$ cat src/rtl/hex_word_uart_tx.sv
`timescale 1ns/1ps
`default_nettype none
// ============================================================================
// Module   : hex_word_uart_tx
// Purpose  : Serialises the eight ASCII hex characters produced by the
//            value-to-ASCII converter onto a UART TX pin as back-to-back
//            8N1 frames, most significant character first.
//
//            A single `send` pulse snapshots all characters into a shadow
//            register, so the inputs may change freely while the line is
//            going out.
//
// Option   : `LINE_TERM_EN` appends CR (0x0D) and LF (0x0A) frames after
//            ascii_0, giving a 10-frame line. When it is undefined the
//            line is exactly 8 frames.
//
// Ports    : clk      - system clock, rising edge
//            reset    - asynchronous, active-high reset
//            ascii_7  - first character sent (most significant nibble)
//            ascii_6..ascii_1 - middle characters
//            ascii_0  - last data character
//            send     - start request, ignored while busy
//            busy     - high from acceptance of send until line complete
//            done     - one-cycle pulse as the final stop bit completes
//            tx_out   - UART serial output, idle high
//
// Revision : 1.0 - initial release
// ============================================================================
module hex_word_uart_tx #(
    parameter int CLKS_PER_BIT = 434
) (
    input  logic       clk,
    input  logic       reset,
    input  logic [7:0] ascii_7,
    input  logic [7:0] ascii_6,
    input  logic [7:0] ascii_5,
    input  logic [7:0] ascii_4,
    input  logic [7:0] ascii_3,
    input  logic [7:0] ascii_2,
    input  logic [7:0] ascii_1,
    input  logic [7:0] ascii_0,
    input  logic       send,
    output logic       busy,
    output logic       done,
    output logic       tx_out
);

`ifdef LINE_TERM_EN
    localparam int c_num_chars = 10;
`else
    localparam int c_num_chars = 8;
`endif
    localparam int                  c_idx_w     = $clog2(c_num_chars);
    localparam int                  c_baud_w    = $clog2(CLKS_PER_BIT);
    localparam logic [c_baud_w-1:0] c_baud_last = c_baud_w'(CLKS_PER_BIT - 1);
    localparam logic [c_idx_w-1:0]  c_char_last = c_idx_w'(c_num_chars - 1);

    typedef enum logic [1:0] {
        IDLE  = 2'd0,
        START = 2'd1,
        DATA  = 2'd2,
        STOP  = 2'd3
    } state_t;

    state_t              r_state;
    state_t              w_state_nxt;
    logic [c_baud_w-1:0] r_baud_cnt;
    logic [c_baud_w-1:0] w_baud_nxt;
    logic [2:0]          r_bit_idx;
    logic [2:0]          w_bit_nxt;
    logic [c_idx_w-1:0]  r_char_idx;
    logic [c_idx_w-1:0]  w_char_nxt;
    logic                r_busy;
    logic                w_busy_nxt;
    logic                r_done;
    logic                w_done_nxt;
    logic                r_tx;
    logic                w_tx_nxt;
    logic                w_load;
    logic                w_baud_last;
    logic [7:0]          w_cur_byte;
    logic [7:0]          r_shadow [c_num_chars];

    assign w_baud_last = (r_baud_cnt == c_baud_last);
    assign w_cur_byte  = r_shadow[r_char_idx];

    // Snapshot of the line; only written on acceptance of send, so it
    // needs no reset.
    always_ff @(posedge clk) begin
        if (w_load) begin
            r_shadow[0] <= ascii_7;
            r_shadow[1] <= ascii_6;
            r_shadow[2] <= ascii_5;
            r_shadow[3] <= ascii_4;
            r_shadow[4] <= ascii_3;
            r_shadow[5] <= ascii_2;
            r_shadow[6] <= ascii_1;
            r_shadow[7] <= ascii_0;
`ifdef LINE_TERM_EN
            r_shadow[8] <= 8'h0D;
            r_shadow[9] <= 8'h0A;
`endif
        end
    end

    // State and counter registers. tx_out is registered so the pin is
    // glitch-free; it therefore follows the state by one clock, which
    // puts the start bit on the edge after the one that accepts send.
    always_ff @(posedge clk or posedge reset) begin
        if (reset) begin
            r_state    <= IDLE;
            r_baud_cnt <= '0;
            r_bit_idx  <= '0;
            r_char_idx <= '0;
            r_busy     <= 1'b0;
            r_done     <= 1'b0;
            r_tx       <= 1'b1;
        end else begin
            r_state    <= w_state_nxt;
            r_baud_cnt <= w_baud_nxt;
            r_bit_idx  <= w_bit_nxt;
            r_char_idx <= w_char_nxt;
            r_busy     <= w_busy_nxt;
            r_done     <= w_done_nxt;
            r_tx       <= w_tx_nxt;
        end
    end

    always_comb begin
        w_state_nxt = r_state;
        w_bit_nxt   = r_bit_idx;
        w_char_nxt  = r_char_idx;
        w_busy_nxt  = r_busy;
        w_done_nxt  = 1'b0;
        w_load      = 1'b0;
        w_tx_nxt    = 1'b1;
        // Every bit-time state simply counts and wraps the baud counter.
        w_baud_nxt  = w_baud_last ? '0 : r_baud_cnt + c_baud_w'(1);

        case (r_state)
            IDLE: begin
                w_baud_nxt = '0;
                if (send) begin
                    w_load      = 1'b1;
                    w_state_nxt = START;
                    w_char_nxt  = '0;
                    w_bit_nxt   = '0;
                    w_busy_nxt  = 1'b1;
                end
            end
            START: begin
                w_tx_nxt = 1'b0;
                if (w_baud_last) begin
                    w_state_nxt = DATA;
                    w_bit_nxt   = '0;
                end
            end
            DATA: begin
                w_tx_nxt = w_cur_byte[r_bit_idx];
                if (w_baud_last) begin
                    if (r_bit_idx == 3'd7) begin
                        w_state_nxt = STOP;
                    end else begin
                        w_bit_nxt = r_bit_idx + 3'd1;
                    end
                end
            end
            STOP: begin
                w_tx_nxt = 1'b1;
                if (w_baud_last) begin
                    // The index stops at the last character, it is never
                    // advanced past it.
                    if (r_char_idx == c_char_last) begin
                        w_state_nxt = IDLE;
                        w_busy_nxt  = 1'b0;
                        w_done_nxt  = 1'b1;
                    end else begin
                        w_char_nxt  = r_char_idx + c_idx_w'(1);
                        w_state_nxt = START;
                    end
                end
            end
            default: begin
                w_state_nxt = IDLE;
            end
        endcase
    end

    assign busy   = r_busy;
    assign done   = r_done;
    assign tx_out = r_tx;

endmodule
`default_nettype wire
$ cat config.mk
export PLATFORM = sky130hd
export DESIGN_NAME = hex_word_uart_tx
export DESIGN_NICKNAME = d
export VERILOG_FILES = /design/src/rtl/hex_word_uart_tx.sv
export SDC_FILE = /design/constraint.sdc
export NUM_CORES = 1
export LEC_CHECK = 0
export CAP_MARGIN = 20
export CORE_MARGIN = 5
export CORE_UTILIZATION = 45
export DETAILED_ROUTE_END_ITERATION = 10
export DONT_BUFFER_PORTS = 1
export PLACE_DENSITY_LB_ADDON = 0.15
export SYNTH_ARGS = -nofsm -noshare
export SYNTH_HDL_FRONTEND = slang
export SYNTH_SLANG_ARGS = --single-unit
$ cat constraint.sdc
create_clock -name clk -period 3.8 [get_ports clk]
set_clock_uncertainty 0.05 [all_clocks]
set_input_delay 0.76 -clock clk [delete_from_list [all_inputs] [get_ports clk]]
set_output_delay 0.76 -clock clk [all_outputs]
set_load 0.05 [all_outputs]
==> impl_metrics.yaml <==
run_status:
  run_status: "finished clean"
synthesis:
  synth-simple-area-share_pct: 7.71
  syn-num-nets: 298
  syn_area_per_cell_sq_um: 16.4
  synthesis.area_sq_mm: 0.00363
  synth_area_leaders: "edfxtp_1 53%, dfrtp_1 13%, mux4_1 9.4%"
  synth_cells: 221
  synth.distinct_cells: 46
  ys_seq_area_share_pct: 66.7
  synth_mux_area_share_pct: 14.4
  synth_xor_area_share_pct: 1.45
  synth_edf_count: 64
  synth_fa_ha_area_share_pct: 3.44
  synth-main-ff-cell: "edfxtp_1"
  synth-compound-area-share_pct: 3.79
  synth_top_family_by_area: "multiplexers"
  synth_top_area_cell: "edfxtp_1"
  ys_ff_latch: 84
  synth_top_area_share_pct: 52.9
  yosys_warnings: 0
  synthArstFlopShare_pct: 23.8
grt:
  use_met1_pct: 17.4
  grt_pass1_wl_microns: 9890
  met2_usage_pct: 19.8
  grt_max_degree: 38
  gr-usage-met3_pct: 6.18
  top_usage_layer: "met2"
  grt_pass1_vias: 1896
  antenna_found_initial: 0
  grt.overflow.total: 0
  grt_usage_pct: 13.2
power_and_ir_drop:
  power_density_mw_per_mm2: 412
  total_power_mw: 1.62
  irDropWorstVdd_mv: 0.214
  power.leakage_nw: 1.37
floorplan:
  io_pins: 70
  initial_core_util_pct: 46.5
  die_area_sq_mm: 0.00997
  dieHeight_microns: 99.9
  core_sq_mm: 0.00781
  core.rowCount: 32
  fp.dieW_microns: 99.9
setup_path:
  critPathKind: "reg2reg"
  regToRegStartpoint: "r_char_idx[0]"
  cp_max_fo: 21
  end_kind: "flip-flop"
  critical_path_required_ns: 4.02
  setup.worst_path.start: "r_char_idx[0]"
  arrival_ns: 2.64
  cp-start-kind: "flip-flop"
placed_design:
  placed_area_sq_mm: 0.00372
  gp_congestion: 0.791
  port_buffers: 0
  place_hpwl_microns: 4200
route:
  routed_wirelength_microns: 6060
  drc_errors: 0
  wl_per_cell_microns: 18.2
  drt_pre_antenna_iters: 4
  routed_via_density: 5.37
  drt_iter0_drc: 89
  ant_nets: 0
  vias: 1783
sta:
  hold_viol: 0
  timing.final.crit_share_pct: 63.8
  tightest_slew_ns: 1.02
  slew-limit-headroom_pct: 32.1
  fin_tns_setup_ns: 0
  fmax_mhz: 413
  slew_viol_final: 0
  rsz0062_at_grt: "no"
  setup_violations: 0
  fin_crit_ns: 2.42
cells_and_area:
  fin_area_sq_mm: 0.00392
  diodes: 0
  fill_cells: 647
  drive_above_1_share_pct: 11.7
  area_growth_pct: 7.92
  ff_latch_area_sq_mm: 0.00242
  final_nets: 302
  multi_input_area_sq_mm: 0.00112
cts:
  cts.clk_slew.worst_paths_ns: 0.10
  h-tree-depth: 3
  cts_resized: 0
  root_buffer: "clkbuf_8"
  clkLatencyLatePin_ns: 0.36
  cts_hold_buffers: 0
  numClockSinks: 84
  cts_tree: "done"
  cts_buffers: 9
  cts_setup_buffers: 0
  clock_path_buffers: 2
job:
  cap_violations: 0
hold_path:
  hold_class: "in2async"
-- cells in the final DEF, fill, tap and decap left out, drive strengths merged, types with 2 or more instances in the layout --
master	Yosys	final
a21oi	2	2
xnor2	3	3
or2	2	2
mux2	3	3
o21ai	10	10
ha	10	10
clkinv	0	3
nand2	15	15
inv	8	12
nor2	19	19
edfxtp	64	64
nand4	2	2
mux2i	8	8
nand3	5	5
o31ai	2	2
mux4	16	16
dfrtp	19	19
nor3	2	2
clkbuf	1	9
or3	2	2
xor2	3	3
nand2b	2	2
-- stage by stage --
stage	instances	setup WS, ns	util, %	hold slack (ns)
CTS	332	1.33	50.2	0.399
global route	332	1.22	50.2	0.403
global placement	316	1.41	47.7	0.428
floorplan	221	1.04	-	0.403
detailed placement	316	1.36	47.7	0.429
finish	332	1.38	50.2	0.380
-- critical path, cell delays in order, from the launching register on --
cell and delay (ns):
dfrtp_1 1.02, mux4_2 0.62, nand3_1 0.10, nand2_1 0.08, nor4_2 0.35, o32ai_2 0.12
-- area by class of cell --
class,instances,share of cell area (%)
clock inverters,7,1.95
well taps,102,3.25
clock buffers,9,3.16
repair buffers,1,0.511
flip-flops and latches,84,61.8
multi-input cells,121,28.6
inverters,8,0.766
-- final timing paths --
check | to | slack, ns | depth (start not counted)
setup / recovery | tx_out | 1.38 | 5
hold / removal | r_char_idx[0] | 0.38 | 1
setup reg to reg | tx_out | 1.38 | 5
hold reg to reg | r_baud_cnt[0] | 0.44 | 1
max in group asynchronous | r_baud_cnt[2] | 2.82 | 1
min in group clk | r_baud_cnt[0] | 0.44 | 1
-- routing by layer --
| layer | part of all wire (%) | vias up | wire [microns] |
|---|---|---|---|
| met1 | 46 | 862 | 2780 |
| li1 | - | 861 | - |
| met5 | 0 | - | 0 |
| met3 | 6.6 | 5 | 400 |
| met4 | 0.78 | 0 | 47 |
| met2 | 47 | 55 | 2830 |
-- synth_stat cells, drive strengths merged, types with 3 or more instances --
master  instances
mux4           16
o21ai          10
nand3           5
xor2            3
buf             7
edfxtp         64
xnor2           3
mux2            3
nor2           19
ha             10
nand2          15
dfrtp          19
mux2i           8
inv             8
-- cell families after synthesis --
family	count (synthesis)
adder cells (fa/ha/maj)	10
flip-flops	84
XOR/XNOR	6
multiplexers	27
AND/OR/NAND/NOR	57
AO/OA/AOI/OAI	21
buffers and inverters	16
-- registers in the layout, indices dropped and copies added, names as in the netlist --
signal,cells
r_shadow,64
done,1
tx_out,1
busy,1
r_bit_idx,3
r_baud_cnt,9
r_state,2
r_char_idx,3
-- power breakdown --
group,switching (mW),total (mW),internal (mW)
clock,0.363,0.624,0.261
combinational,0.00412,0.00436,0.000235
sequential,0,0.988,0.988
total,0.367,1.62,1.25
(Power assumes the default switching activity.)
